File: src/rtl/frogger_engine_if.sv
// Pin bundle for frogger_engine: control strobes in, pixel maps and game status out.
interface frogger_engine_if #(
  parameter int ROWS = 16,
  parameter int COLS = 16
);
  // Strobes are single-cycle pulses with no back-pressure: each one is consumed on the edge that sees it.
  logic                      move_l;
  logic                      move_r;
  logic                      move_u;
  logic                      move_d;
  logic                      tick;
  logic [ROWS-1:0][COLS-1:0] red_pixels;
  logic [ROWS-1:0][COLS-1:0] grn_pixels;
  logic [7:0]                score;
  logic [3:0]                lives;
  logic                      crash_pulse;
  logic                      win_pulse;
  logic                      game_over;
  logic [1:0]                state_dbg;

  modport master (
    output move_l, move_r, move_u, move_d, tick,
    input  red_pixels, grn_pixels, score, lives, crash_pulse, win_pulse, game_over, state_dbg
  );

  modport slave (
    input  move_l, move_r, move_u, move_d, tick,
    output red_pixels, grn_pixels, score, lives, crash_pulse, win_pulse, game_over, state_dbg
  );
endinterface

File: src/rtl/frogger_engine.sv
// Frogger game engine: frog/lane state machine driving the red (car) and green (frog) maps.
// Define FROGGER_LFSR_EN to feed the lanes from a 16-bit LFSR instead of circular rotation.
module frogger_engine #(
  parameter int              ROWS         = 16,
  parameter int              COLS         = 16,
  parameter int              LIVES        = 3,
  parameter int              HIT_CYCLES   = 8,
  parameter logic [COLS-1:0] INIT_PATTERN = 16'h0F0F
) (
  input logic             clk,
  input logic             reset,
  frogger_engine_if.slave bus
);
  localparam int RW = $clog2(ROWS);
  localparam int CW = $clog2(COLS);
  localparam int HW = $clog2(HIT_CYCLES);
  localparam logic [CW-1:0] START_COL = CW'(COLS / 2);
  localparam logic [RW-1:0] GOAL_ROW  = RW'(ROWS - 1);
  localparam logic [CW-1:0] LAST_COL  = CW'(COLS - 1);

  typedef enum logic [1:0] {
    PLAY = 2'd0,
    HIT  = 2'd1,
    OVER = 2'd2
  } state_t;

  // Lane row r starts as INIT_PATTERN rotated left by r; start and goal rows stay empty.
  function automatic logic [ROWS-1:0][COLS-1:0] init_lanes();
    logic [ROWS-1:0][COLS-1:0] g;
    logic [COLS-1:0]           p;
    g = '0;
    p = INIT_PATTERN;
    for (int r = 1; r < ROWS - 1; r++) begin
      p = {p[COLS-2:0], p[COLS-1]};
      g[r] = p;
    end
    return g;
  endfunction

  localparam logic [ROWS-1:0][COLS-1:0] LANES_INIT = init_lanes();

  state_t                    state;
  logic [RW-1:0]             frow;
  logic [CW-1:0]             fcol;
  logic [ROWS-1:0][COLS-1:0] lanes;
  logic [ROWS-1:0][COLS-1:0] lanes_shifted;
  logic [7:0]                score;
  logic [3:0]                lives;
  logic [HW-1:0]             hit_cnt;
  logic                      crash_pulse;
  logic                      win_pulse;
  logic                      collide;
  logic                      goal;
  logic                      one_move;

`ifdef FROGGER_LFSR_EN
  logic [15:0] lfsr;

  always_ff @(posedge clk or posedge reset) begin
    if (reset) begin
      lfsr <= 16'hACE1;
    end else if (bus.tick) begin
      lfsr <= {lfsr[14:0], lfsr[15] ^ lfsr[13] ^ lfsr[12] ^ lfsr[10]};
    end
  end
`endif

  // Odd lanes drift toward col 0, even lanes toward col COLS-1; fill uses pre-tick values.
  always_comb begin
    logic fill;
    lanes_shifted = '0;
    fill          = 1'b0;
    for (int r = 1; r < ROWS - 1; r++) begin
`ifdef FROGGER_LFSR_EN
      fill = lfsr[r % 16] & lfsr[(r + 5) % 16];
`else
      fill = (r % 2 == 1) ? lanes[r][0] : lanes[r][COLS-1];
`endif
      if (r % 2 == 1) lanes_shifted[r] = {fill, lanes[r][COLS-1:1]};
      else            lanes_shifted[r] = {lanes[r][COLS-2:0], fill};
    end
  end

  assign collide  = (state == PLAY) && lanes[frow][fcol];
  assign goal     = (state == PLAY) && (frow == GOAL_ROW);
  assign one_move = $onehot({bus.move_l, bus.move_r, bus.move_u, bus.move_d});

  always_ff @(posedge clk or posedge reset) begin
    if (reset) begin
      state       <= PLAY;
      frow        <= '0;
      fcol        <= START_COL;
      lanes       <= LANES_INIT;
      score       <= '0;
      lives       <= 4'(LIVES);
      hit_cnt     <= '0;
      crash_pulse <= 1'b0;
      win_pulse   <= 1'b0;
    end else begin
      crash_pulse <= 1'b0;
      win_pulse   <= 1'b0;
      if (bus.tick) lanes <= lanes_shifted;
      case (state)
        PLAY: begin
          // A crash outranks a goal and any move seen in the same cycle.
          if (collide) begin
            state       <= HIT;
            crash_pulse <= 1'b1;
            lives       <= lives - 4'd1;
            hit_cnt     <= '0;
          end else if (goal) begin
            win_pulse <= 1'b1;
            if (score != 8'hFF) score <= score + 8'd1;
            frow <= '0;
            fcol <= START_COL;
          end else if (one_move) begin
            if (bus.move_u && frow != GOAL_ROW) frow <= frow + 1'b1;
            if (bus.move_d && frow != '0)       frow <= frow - 1'b1;
            if (bus.move_r && fcol != LAST_COL) fcol <= fcol + 1'b1;
            if (bus.move_l && fcol != '0)       fcol <= fcol - 1'b1;
          end
        end
        HIT: begin
          if (hit_cnt == HW'(HIT_CYCLES - 1)) begin
            hit_cnt <= '0;
            frow    <= '0;
            fcol    <= START_COL;
            state   <= (lives == 4'd0) ? OVER : PLAY;
          end else begin
            hit_cnt <= hit_cnt + 1'b1;
          end
        end
        OVER:    state <= OVER;
        default: state <= PLAY;
      endcase
    end
  end

  always_comb begin
    bus.red_pixels = lanes;
    bus.grn_pixels = '0;
    case (state)
      PLAY:    bus.grn_pixels[frow][fcol] = 1'b1;
      HIT:     bus.grn_pixels[frow][fcol] = hit_cnt[0];
      OVER:    bus.red_pixels = '1;
      default: bus.grn_pixels = '0;
    endcase
  end

  assign bus.score       = score;
  assign bus.lives       = lives;
  assign bus.crash_pulse = crash_pulse;
  assign bus.win_pulse   = win_pulse;
  assign bus.game_over   = (state == OVER);
  assign bus.state_dbg   = state;
endmodule

File: src/flat_wrapper.sv
// flat-port wrapper written by rule: the top's interface ports become plain ports
module frogger_engine_flat 
#(
  parameter int              ROWS         = 16,
  parameter int              COLS         = 16,
  parameter int              LIVES        = 3,
  parameter int              HIT_CYCLES   = 8,
  parameter logic [COLS-1:0] INIT_PATTERN = 16'h0F0F
)
  (clk, reset, bus_move_l, bus_move_r, bus_move_u, bus_move_d, bus_tick, bus_red_pixels, bus_grn_pixels, bus_score, bus_lives, bus_crash_pulse, bus_win_pulse, bus_game_over, bus_state_dbg);
  frogger_engine_if #(.ROWS(ROWS), .COLS(COLS)) bus_i ();
  input logic clk;
  input logic reset;
  input wire logic [$bits(bus_i.move_l)-1:0] bus_move_l;
  input wire logic [$bits(bus_i.move_r)-1:0] bus_move_r;
  input wire logic [$bits(bus_i.move_u)-1:0] bus_move_u;
  input wire logic [$bits(bus_i.move_d)-1:0] bus_move_d;
  input wire logic [$bits(bus_i.tick)-1:0] bus_tick;
  output wire logic [$bits(bus_i.red_pixels)-1:0] bus_red_pixels;
  output wire logic [$bits(bus_i.grn_pixels)-1:0] bus_grn_pixels;
  output wire logic [$bits(bus_i.score)-1:0] bus_score;
  output wire logic [$bits(bus_i.lives)-1:0] bus_lives;
  output wire logic [$bits(bus_i.crash_pulse)-1:0] bus_crash_pulse;
  output wire logic [$bits(bus_i.win_pulse)-1:0] bus_win_pulse;
  output wire logic [$bits(bus_i.game_over)-1:0] bus_game_over;
  output wire logic [$bits(bus_i.state_dbg)-1:0] bus_state_dbg;
  assign bus_i.move_l = bus_move_l;
  assign bus_i.move_r = bus_move_r;
  assign bus_i.move_u = bus_move_u;
  assign bus_i.move_d = bus_move_d;
  assign bus_i.tick = bus_tick;
  assign bus_red_pixels = bus_i.red_pixels;
  assign bus_grn_pixels = bus_i.grn_pixels;
  assign bus_score = bus_i.score;
  assign bus_lives = bus_i.lives;
  assign bus_crash_pulse = bus_i.crash_pulse;
  assign bus_win_pulse = bus_i.win_pulse;
  assign bus_game_over = bus_i.game_over;
  assign bus_state_dbg = bus_i.state_dbg;
  frogger_engine #(.ROWS(ROWS), .COLS(COLS), .LIVES(LIVES), .HIT_CYCLES(HIT_CYCLES), .INIT_PATTERN(INIT_PATTERN)) u_core (.clk(clk), .reset(reset), .bus(bus_i));
endmodule
File: config.mk
export PLATFORM = sky130hd
export DESIGN_NAME = frogger_engine_flat
export DESIGN_NICKNAME = d
export VERILOG_FILES = /design/src/rtl/frogger_engine_if.sv /design/src/rtl/frogger_engine.sv /design/src/flat_wrapper.sv
export SDC_FILE = /design/constraint.sdc
export NUM_CORES = 1
export LEC_CHECK = 0
export BUFFER_PORTS_ARGS = -buffer_cell sky130_fd_sc_hd__buf_2
export CORE_AREA = 2 2 206 208
export DETAILED_ROUTE_END_ITERATION = 12
export DIE_AREA = 0 0 208 210
export GPL_ROUTABILITY_DRIVEN = 0
export GPL_TIMING_DRIVEN = 0
export PLACE_DENSITY_LB_ADDON = 0.3
export SKIP_CTS_REPAIR_TIMING = 1
export SYNTH_ARGS = -nofsm -noshare
export SYNTH_HDL_FRONTEND = slang
export SYNTH_SLANG_ARGS = --single-unit
File: constraint.sdc
create_clock -name clk -period 14 [get_ports clk]
set_input_delay 0.7 -clock clk [delete_from_list [all_inputs] [get_ports clk]]
set_output_delay 0.7 -clock clk [all_outputs]
set_load 0.02 [all_outputs]
* Yosys cells after proc, flatten, opt, wreduce, memory -nomap -nowiden *
Cells that the tools add are included.

word-level totals
  word-level logic and storage cells = 107
  register bits after elaboration = 251
  input bits = 7

operators by class
  bitwise gates (word level) = 2
  reductions and logical operators = 19
  muxes and demuxes = 36
  order comparisons = 4
  add/subtract/negate cells = 10
  eq/ne operators = 14

operator list
  kind                 number
  $pmux 256 s2         1
  $and 256x256->256    1
  $mux 256             1
  $bmux 16 s4          1
  $demux 16 s4         1
  $mux 4               12
  $mux 16              2
  $pmux 4 s2           2
  $sub 4x1->4 const B  3
  $lt 4x5->1 const B   2
  $reduce_and 5->1     2
  $add 4x1->4 const B  2
  $add 8x1->8 const B  1
  $ge 4x1->1 const B   2
  $logic_and 1x1->1    8
  $ne 4x3->1 const B   2
  $ne 4x4->1 const B   2
  $ne 8x8->1 const B   1
  $reduce_bool 4->1    2
  $mux 1               7
  $mux 2               3
  $mux 3               2
  $pmux 2 s3           1
  $pmux 3 s2           1
  19 further kinds     23

* Depth between registers and ports, before layout *
Gate-level depths: netlist of run 1.

  depth after elaboration = 8
  mapped depth = 14

* Worst setup path after synthesis of run 1 *
Ideal clock, no wire load.

  path type = register to register
  start = register u_core.frow[0]
  end = register u_core.frow[3]
  path buffers = 4
  data arrival time = 2.955 ns
  path slack = 10.909 ns
  cell stages (with the launch flop) = 15
  setup time = 0.136 ns
  period minus slack after synthesis = 3.091 ns
  path through = dfrtp_1 buf_6 buf_4 buf_4 buf_2 nor2_1 nand2_1 and2_1 ha_1 a21o_1 a21oi_1 xnor2_1 o21ai_0 o31ai_1 o41ai_2

between the ends
  word-level cells in the longest chain between the ends = 7
  elaborated cells between the ends (all ways) = 23
  those cells by class = add/sub (2); eq/ne (5); mux (10); reduce/logical (6)

RTL lines
  element                                                                 RTL line                                     source
  from (decl)                                                             frogger_engine.sv:43                         logic [RW-1:0] frow;
  from (signal assigned)                                                  frogger_engine.sv:117                        if (bus.move_u && frow != GOAL_ROW) frow <= frow + 1'b1;
  from (signal assigned)                                                  frogger_engine.sv:118                        if (bus.move_d && frow != '0) frow <= frow - 1'b1;
  $bmux 16 s4 (tied with other cells)                                     frogger_engine.sv:84                         assign collide = (state == PLAY) && lanes[frow][fcol];
  $mux 16 (implied by the code) (tied with other cells)                   frogger_engine.sv:84
  $bmux 1 s4 / $mux 4 (equally long branches)                             frogger_engine.sv:84, frogger_engine.sv:118
  $mux 1 (implied by the code) / $mux 4 (equally long branches)           frogger_engine.sv:84, frogger_engine.sv:116
  $logic_and 1x1->1 / $mux 4 (equally long branches)                      frogger_engine.sv:84, frogger_engine.sv:111
  $ne 2x2->1 (no source line) / $mux 4 (equally long branches)            --
  $reduce_and 5->1 (no source line) / $pmux 4 s2 (equally long branches)  --

Several ways; a longest one is shown, not always the timed one. The select of a mux whose other input is x is not followed.
A chain may end at the register's enable or synchronous reset.

* Final worst setup path of run 1 *
  start = register u_core.frow[2]
  end = output bus_grn_pixels[89]

between the ends
  word-level cells in the longest chain between the ends = 6
  elaborated cells between the ends (all ways) = 7
  those cells by class = order compare (2); mux (3); bitwise (1); reduce/logical (1)

RTL lines
  element                                                                RTL line                                      source
  $lt 4x5->1 (implied by the code) / $ge 4x1->1 (equally long branches)  frogger_engine.sv:143, frogger_engine.sv:144
  $logic_and 1x1->1 (implied by the code)                                frogger_engine.sv:143, frogger_engine.sv:144
  $mux 16 (implied by the code)                                          frogger_engine.sv:143, frogger_engine.sv:144
  $demux 16 s4 (*)                                                       --
  $and 256x256->256 (no source line)                                     --
  $pmux 256 s2 (*)                                                       frogger_engine.sv:142                         case (state)
  to (decl)                                                              flat_wrapper.sv:20                            output wire logic [$bits(bus_i.grn_pixels)-1:0] bus_grn_pixels;

Every way passes the cells marked *; elsewhere a longest branch is shown, timed or not.

==> results.rst, run 1 <==
.. list-table::
   :header-rows: 1

   * - Metric
     - Value
   * - Run status
     - finished, final reports clean
   * - Flip-flop cell with the highest count after synthesis
     - sky130_fd_sc_hd__dfrtp_1
   * - Post-DP HPWL
     - 50.8 mm
   * - Arr. time, crit path
     - 3870 ps
   * - DIE HEIGHT
     - 210 µm
   * - Root buffer selected by CTS
     - sky130_fd_sc_hd__clkbuf_16
   * - Synth Instances
     - 1,444
   * - Max_cap viols
     - 0
   * - WS Path Type
     - reg2out
   * - Remaining antenna violation count
     - 0
   * - Achievable Freq
     - 219 MHz
   * - Final hold slack
     - 306 ps
   * - Path class of the lowest-slack min-delay path
     - in2async
   * - Std-Cell Core Area
     - 41,500 µm²
   * - Total of endpoints with negative setup slack in the final report
     - 0
   * - Maximum root-to-sink buffer count
     - 3
   * - H-tree level count
     - 1
   * - Num CTS Buffers
     - 28
   * - Number of enable-type register cells in the synthesized netlist
     - 0
   * - Largest clock skew in the final design
     - 28.6 ps
   * - Worst Setup SP
     - u_core.frow[2]
   * - Drt drc
     - 0
   * - Number of antenna violations at the first check in global routing
     - 0
   * - Unrepaired setup endpoints after global routing
     - false
   * - # clock sinks
     - 251
   * - Pin count of the biggest net entering global routing
     - 130
   * - Critical path launch point type
     - flop
   * - Nets@finish
     - 2,030
   * - Worst skew pair latency
     - 580 ps
   * - Proportion of synthesized flip-flops having asynchronous set or reset
     - 100%
   * - Iteration-0 DRC count of the detailed router
     - 1,210
   * - Maximum vdd drop
     - 0.000106 V
   * - Transition time at the pin with the least slew margin
     - 904 ps
   * - Site row count
     - 75
   * - Detailed-router iteration count before antenna repair
     - 7
   * - Number of register bits inferred by synthesis
     - 251
   * - Slew margin rel.
     - 39.7%
   * - Width of the die
     - 208 µm
   * - Total number of vias
     - 13,781
   * - DR WL/cell
     - 25.3 µm
   * - Highest net fanout along the worst path
     - 10
   * - Post-Syn Nets
     - 1,465
   * - Tmin final
     - 4570 ps
   * - Pins Over Slew Limit
     - 0
   * - Clock-pin slew reported for the worst setup and hold paths after clock tree synthesis
     - 60 ps
   * - Placed Cells
     - 2,518
   * - DR vias/cell
     - 5.36
   * - Final Cycle Share
     - 32.6%
   * - Portion of the post-synthesis area used by sequential elements
     - 42.9%
   * - Setup TNS Final
     - 0 ps
   * - Filler cells
     - 3,969
   * - Wire length after detailed routing
     - 65.1 mm
   * - Combined area of the multi-input logic cells
     - 7740 µm²
   * - Final Non-Filler Cells
     - 2,570
   * - Source of the worst register-to-register timing path
     - u_core.frow[1]
   * - # IOs
     - 536
   * - Category of the worst setup path capture point
     - output port
   * - Overflow left after global routing
     - 0
   * - Cell area after synthesis
     - 15,000 µm²
   * - Leakage power
     - 0.0107 µW
   * - DIE AREA
     - 43,700 µm²
   * - Global-route total usage across every layer
     - 28.4%
   * - Syn. warnings
     - 0
   * - Count of endpoints failing hold in the final timing report
     - 0
   * - Storage element area
     - 6420 µm²
   * - Number of distinct library cells after synthesis
     - 70
   * - Initial cell density of the core
     - 36.1%
   * - Antenna fix cells
     - 0
   * - Number of port buffers
     - 534
   * - Share of cells above drive strength 1
     - 61.9%
   * - Worst EP required
     - 13,300 ps
   * - Mean area per synthesized cell
     - 10.4 µm²
   * - R2R Setup Slk
     - 9670 ps
   * - P&R area growth vs syn
     - 29.3%
   * - Areal power density over the cells
     - 122 nW/µm²
   * - Via count of the first global-routing pass
     - 13,383
   * - CTS tree
     - built
   * - Global-route wire length before repair
     - 92.7 mm
==> cell usage after synthesis (3+ instances only) <==
library cell | instances | area, µm²
sky130_fd_sc_hd__a21o_1 | 3 | 22.5
sky130_fd_sc_hd__a21oi_1 | 13 | 65.1
sky130_fd_sc_hd__a221oi_1 | 9 | 78.8
sky130_fd_sc_hd__a222oi_1 | 3 | 30.0
sky130_fd_sc_hd__a22o_1 | 12 | 105
sky130_fd_sc_hd__a22oi_1 | 13 | 97.6
sky130_fd_sc_hd__a31oi_1 | 7 | 43.8
sky130_fd_sc_hd__a32o_1 | 3 | 30.0
sky130_fd_sc_hd__and2b_1 | 3 | 22.5
sky130_fd_sc_hd__buf_2 | 10 | 50.1
sky130_fd_sc_hd__buf_4 | 38 | 285
sky130_fd_sc_hd__buf_6 | 6 | 67.6
sky130_fd_sc_hd__clkbuf_1 | 91 | 342
sky130_fd_sc_hd__dfrtp_1 | 136 | 3400
sky130_fd_sc_hd__dfstp_2 | 115 | 3020
sky130_fd_sc_hd__ha_1 | 12 | 150
sky130_fd_sc_hd__inv_1 | 12 | 45.0
sky130_fd_sc_hd__mux2_2 | 234 | 2640
sky130_fd_sc_hd__mux2i_1 | 20 | 200
sky130_fd_sc_hd__mux4_2 | 30 | 676
sky130_fd_sc_hd__nand2_1 | 51 | 191
sky130_fd_sc_hd__nand3_1 | 15 | 75.1
sky130_fd_sc_hd__nand4_1 | 3 | 18.8
sky130_fd_sc_hd__nor2_1 | 275 | 1030
sky130_fd_sc_hd__nor2b_1 | 4 | 25.0
sky130_fd_sc_hd__nor3_1 | 5 | 25.0
sky130_fd_sc_hd__nor3b_1 | 3 | 22.5
sky130_fd_sc_hd__o21a_1 | 3 | 22.5
sky130_fd_sc_hd__o21ai_0 | 16 | 80.1
sky130_fd_sc_hd__o221ai_2 | 3 | 45.0
sky130_fd_sc_hd__o22ai_1 | 4 | 25.0
sky130_fd_sc_hd__o31ai_1 | 5 | 37.5
sky130_fd_sc_hd__or2_2 | 227 | 1420
sky130_fd_sc_hd__xnor2_1 | 8 | 70.1
sky130_fd_sc_hd__xor2_1 | 6 | 52.6
==> layout make-up <==
class / instances / share of cell area, %
Buffer: 148 / 3.92
Timing Repair Buffer: 535 / 13.9
Tap cell: 539 / 3.48
Clock inverter: 10 / 0.950
Clock buffer: 42 / 4.25
Sequential cell: 251 / 33.2
Multi-Input combinational cell: 1032 / 40.0
Inverter: 13 / 0.291
==> final timing paths <==
| path | endpoint | depth (start not counted) |
|---|---|---|
| hold reg to reg | u_core.hit_cnt[1] | 1 |
| setup / recovery | bus_grn_pixels[89] | 8 |
| max in group asynchronous | u_core.lanes[200] | 3 |
| min in group clk | u_core.hit_cnt[1] | 1 |
| hold / removal | u_core.lanes[89] | 2 |
| setup reg to reg | u_core.frow[3] | 14 |
==> state kept, by name, summed over array words and instances (netlist names) <==
name,cells
u_core.bus.lives,4
u_core.bus.score,8
u_core.hit_cnt,3
u_core.bus.state_dbg,2
u_core.bus.crash_pulse,1
u_core.lanes,224
u_core.bus.win_pulse,1
u_core.fcol,4
u_core.frow,4
==> metrics by stage <==
| stage | total power (µW) | utilization (%) | setup slack (ps) | area (µm²) |
|---|---|---|---|---|
| after global placement | 1540 | 44.2 | 3790 | 18300 |
| after detailed placement | 1550 | 44.3 | 9630 | 18400 |
| after CTS | 2350 | 46.7 | 9590 | 19400 |
| after global routing | 2440 | 46.7 | 9410 | 19400 |
| after floorplan | 1280 | - | 6590 | 15000 |
| final | 2350 | 46.7 | 9430 | 19400 |
==> cell usage in the layout, fill, tap and decap left out, types with 8 or more instances in the layout <==
cell / count
sky130_fd_sc_hd__o21ai_0: 16
sky130_fd_sc_hd__buf_4: 38
sky130_fd_sc_hd__dfrtp_1: 136
sky130_fd_sc_hd__a22o_1: 12
sky130_fd_sc_hd__a21oi_1: 13
sky130_fd_sc_hd__mux4_2: 30
sky130_fd_sc_hd__clkbuf_16: 28
sky130_fd_sc_hd__nor2_1: 275
sky130_fd_sc_hd__dfstp_2: 115
sky130_fd_sc_hd__mux2_2: 234
sky130_fd_sc_hd__ha_1: 12
sky130_fd_sc_hd__nand2_1: 51
sky130_fd_sc_hd__xnor2_1: 8
sky130_fd_sc_hd__nand3_1: 15
sky130_fd_sc_hd__buf_2: 544
sky130_fd_sc_hd__clkbuf_1: 97
sky130_fd_sc_hd__mux2i_1: 20
sky130_fd_sc_hd__a22oi_1: 13
sky130_fd_sc_hd__inv_1: 11
sky130_fd_sc_hd__or2_2: 227
sky130_fd_sc_hd__a221oi_1: 9
==> routing by layer <==
layer,wire length [µm],GRT usage [%],part of all wire [%],vias up
li1,-,-,-,6029
met1,24700,34.3,38,6891
met2,33700,51.9,52,726
met3,4210,4.07,6.5,135
met4,2500,9.90,3.8,0
met5,0,0,0,-
==> kinds of logic after synthesis <==
group	share of synthesized area, %
simple gates	20.1
mux	23.4
flops	42.9
buf+inv	5.38
compound gates	6.04
xor+xnor	0.819
fa+ha+maj	1.27
==> critical path, stage by stage (launching register included) <==
cell and delay [ps]:
sky130_fd_sc_hd__dfrtp_1 360, sky130_fd_sc_hd__buf_2 220, sky130_fd_sc_hd__nor2b_1 160, sky130_fd_sc_hd__buf_2 240, sky130_fd_sc_hd__buf_1 710, sky130_fd_sc_hd__nand2_1 520
sky130_fd_sc_hd__clkbuf_1 400, sky130_fd_sc_hd__nor2_1 450, sky130_fd_sc_hd__buf_2 250
==> power breakdown <==
group / total (µW) / internal (µW) / leakage [µW] / switching [µW]
Combinational: 780 / 230 / 0.00713 / 550
Clock: 799 / 482 / 0.000484 / 318
Sequential: 774 / 752 / 0.00307 / 22.0
(Power assumes the default switching activity.)
==> run 2, diff against run 1 <==
- CORE_AREA: 2 2 206 208 -> 2 2 207 209
- DIE_AREA: 0 0 208 210 -> 0 0 209 211
- clock period: 14 -> 3.9 ns (I/O delays scaled with it)
==> run 2 against run 1 <==
Compared with the run above:
- utilization down 0.21 points
- count of clock-buffer cells in the layout grew 2
- sequential power grew to 3.6 times the previous value
- combinational power rose to 3.6 times the previous value
- critical path depth shrank 1
- hold slack got worse by 190 ps
- register-to-register slack worse by 9500 ps
==> results.rst, run 2 (synthesis gave the netlist of run 1 again) <==
.. list-table::
   :header-rows: 1

   * - Metric
     - Value
   * - Leading cell type in the layout, fill and taps excluded
     - sky130_fd_sc_hd__buf_2
   * - Final worst-path setup slack
     - 148 ps
   * - # IOs
     - 536
   * - Remaining antenna violation count
     - 0
   * - Number of port buffers
     - 534
   * - Placed Cells
     - 2,523
   * - Number of antenna violations at the first check in global routing
     - 1
   * - Achievable Freq
     - 267 MHz
   * - Iteration-0 DRC count of the detailed router
     - 1,099
   * - H-tree level count
     - 1
   * - End point of the critical path
     - bus_grn_pixels[66]
   * - Commonest non-fill, non-tap cells in the layout
     - sky130_fd_sc_hd__buf_2, sky130_fd_sc_hd__nor2_1, sky130_fd_sc_hd__mux2_2, sky130_fd_sc_hd__or2_2, sky130_fd_sc_hd__dfrtp_1
   * - Worst Setup SP
     - u_core.fcol[1]
   * - Largest registers
     - u_core.lanes: 224 flops, u_core.bus.score: 8 flops
   * - Max FFs per register
     - 224
   * - Num CTS Buffers
     - 28
   * - Register with the most flip-flops
     - u_core.lanes
   * - Final Cycle Share
     - 96.2%
   * - P&R area growth vs syn
     - 29.6%
   * - Largest clock skew in the final design
     - 9.76 ps
   * - DIE AREA
     - 44,100 µm²
   * - Width of the die
     - 209 µm
   * - Worst EP required
     - 3700 ps
   * - Clock-pin slew reported for the worst setup and hold paths after clock tree synthesis
     - 60 ps
   * - Depth of the worst hold-timing path
     - 4
   * - Critical path launch point type
     - flop
   * - Total of endpoints with negative setup slack in the final report
     - 0
   * - Unrepaired setup endpoints after global routing
     - false
   * - Pin count of the biggest net entering global routing
     - 43
   * - Global route hottest layer
     - met2
   * - DR vias/cell
     - 5.34
   * - Maximum vdd drop
     - 0.000295 V
   * - Arr. time, crit path
     - 3560 ps
   * - Std-Cell Core Area
     - 41,800 µm²
   * - Initial cell density of the core
     - 35.9%
   * - Reg2reg path depth
     - 10
   * - # clock sinks
     - 251
   * - Path class of the lowest-slack min-delay path
     - in2reg
   * - Overflow left after global routing
     - 0
   * - Leakage power
     - 0.0107 µW
   * - Post-DP HPWL
     - 51.2 mm
   * - Share of cells above drive strength 1
     - 62.3%
   * - Nets@finish
     - 2,035
   * - R2R Setup Slk
     - 180 ps
   * - Drt drc
     - 0
   * - Wire length after detailed routing
     - 64.8 mm
   * - Root buffer selected by CTS
     - sky130_fd_sc_hd__clkbuf_16
   * - Met2 demand-to-capacity share in global routing
     - 52.2%
   * - DIE HEIGHT
     - 211 µm
   * - Max_cap viols
     - 0
   * - Final Non-Filler Cells
     - 2,576
   * - Pins Over Slew Limit
     - 0
   * - Global-route total usage across every layer
     - 28.2%
   * - Site row count
     - 75
   * - Slew margin rel.
     - 41.3%
   * - Transition time at the pin with the least slew margin
     - 881 ps
   * - Areal power density over the cells
     - 425 nW/µm²
   * - Source of the worst register-to-register timing path
     - u_core.frow[1]
   * - Met1 track demand over resource
     - 33.5%
   * - Via count of the first global-routing pass
     - 13,531
   * - Category of the worst setup path capture point
     - output port
   * - Detailed-router iteration count before antenna repair
     - 7
   * - Setup TNS Final
     - 0 ps
   * - WS Path Type
     - reg2out
   * - Count of endpoints failing hold in the final timing report
     - 0
   * - Run status
     - finished, final reports clean
   * - Total number of vias
     - 13,744
   * - DR WL/cell
     - 25.2 µm
   * - CTS tree
     - built
   * - Met3 capacity usage during global routing
     - 4.33%
   * - Worst skew pair latency
     - 550 ps
   * - Global-route wire length before repair
     - 91.5 mm
   * - Endpoint of the most critical register-to-register path
     - u_core.frow[3]
   * - Highest net fanout along the worst path
     - 10
   * - Maximum root-to-sink buffer count
     - 3
   * - Dpl ws
     - -682 ps
   * - Tmin final
     - 3750 ps
==> run 2: cell types whose count changed in the layout (fill, tap and decap cells not counted), moves of 2 or more <==
cell | before | now
sky130_fd_sc_hd__clkbuf_4 | 0 | 2
sky130_fd_sc_hd__nand2_1 | 51 | 49
sky130_fd_sc_hd__buf_12 | 0 | 6
sky130_fd_sc_hd__buf_2 | 544 | 542
sky130_fd_sc_hd__clkbuf_2 | 2 | 4
sky130_fd_sc_hd__bufinv_16 | 4 | 1
sky130_fd_sc_hd__clkinv_2 | 2 | 5
==> run 2: how the worst min path moves through the flow <==
stage / startpoint / end / slack, ps
2_1_floorplan: u_core.hit_cnt[1] / u_core.hit_cnt[1] / 470
3_3_place_gp: u_core.hit_cnt[1] / u_core.hit_cnt[1] / 480
3_5_place_dp: reset / u_core.lanes[72] / 360
4_1_cts: reset / u_core.lanes[72] / -240
5_1_grt: bus_move_u / u_core.frow[0] / 160
6_report: bus_move_u / u_core.frow[0] / 110
==> run 2: where the power goes <==
part           switching (µW)  internal (µW)  leakage (µW)
registers                91.6           2700       0.00307
logic                    1970            856       0.00718
clock network            1090           1540      0.000449
==> run 2: layout make-up <==
cell class	count	area, µm²
fill	3956	22400
multi-input combinational	1032	7770
sequential	251	6420
timing repair buffer	541	2800
clock buffer	44	842
buffer	147	766
tap	539	674
clock inverter	8	71.3
inverter	13	52.6
antenna	1	2.50
==> run 2: through the flow <==
step	hold WS (ps)	cell area (µm²)	utilization, %	power, µW
2_1_floorplan	470	15000	-	4590
5_1_grt	164	19400	46.5	8580
4_1_cts	-235	19400	46.4	8220
3_3_place_gp	479	18300	43.9	5510
3_5_place_dp	356	18400	44.2	5580
6_report	113	19400	46.5	8250
==> run 2: critical path, cell delays in order (launching register included) <==
cell and delay (ps):
sky130_fd_sc_hd__dfrtp_1 630, sky130_fd_sc_hd__clkbuf_1 430, sky130_fd_sc_hd__nand2_1 270, sky130_fd_sc_hd__nor2_1 370, sky130_fd_sc_hd__nand2_1 460, sky130_fd_sc_hd__clkbuf_1 450
sky130_fd_sc_hd__nor2_1 190, sky130_fd_sc_hd__buf_2 190
==> run 2: metal layers <==
metal,vias to the layer above,wire (µm)
li1,6042,-
met4,0,1950
met3,108,3990
met5,-,0
met2,710,34100
met1,6884,24800
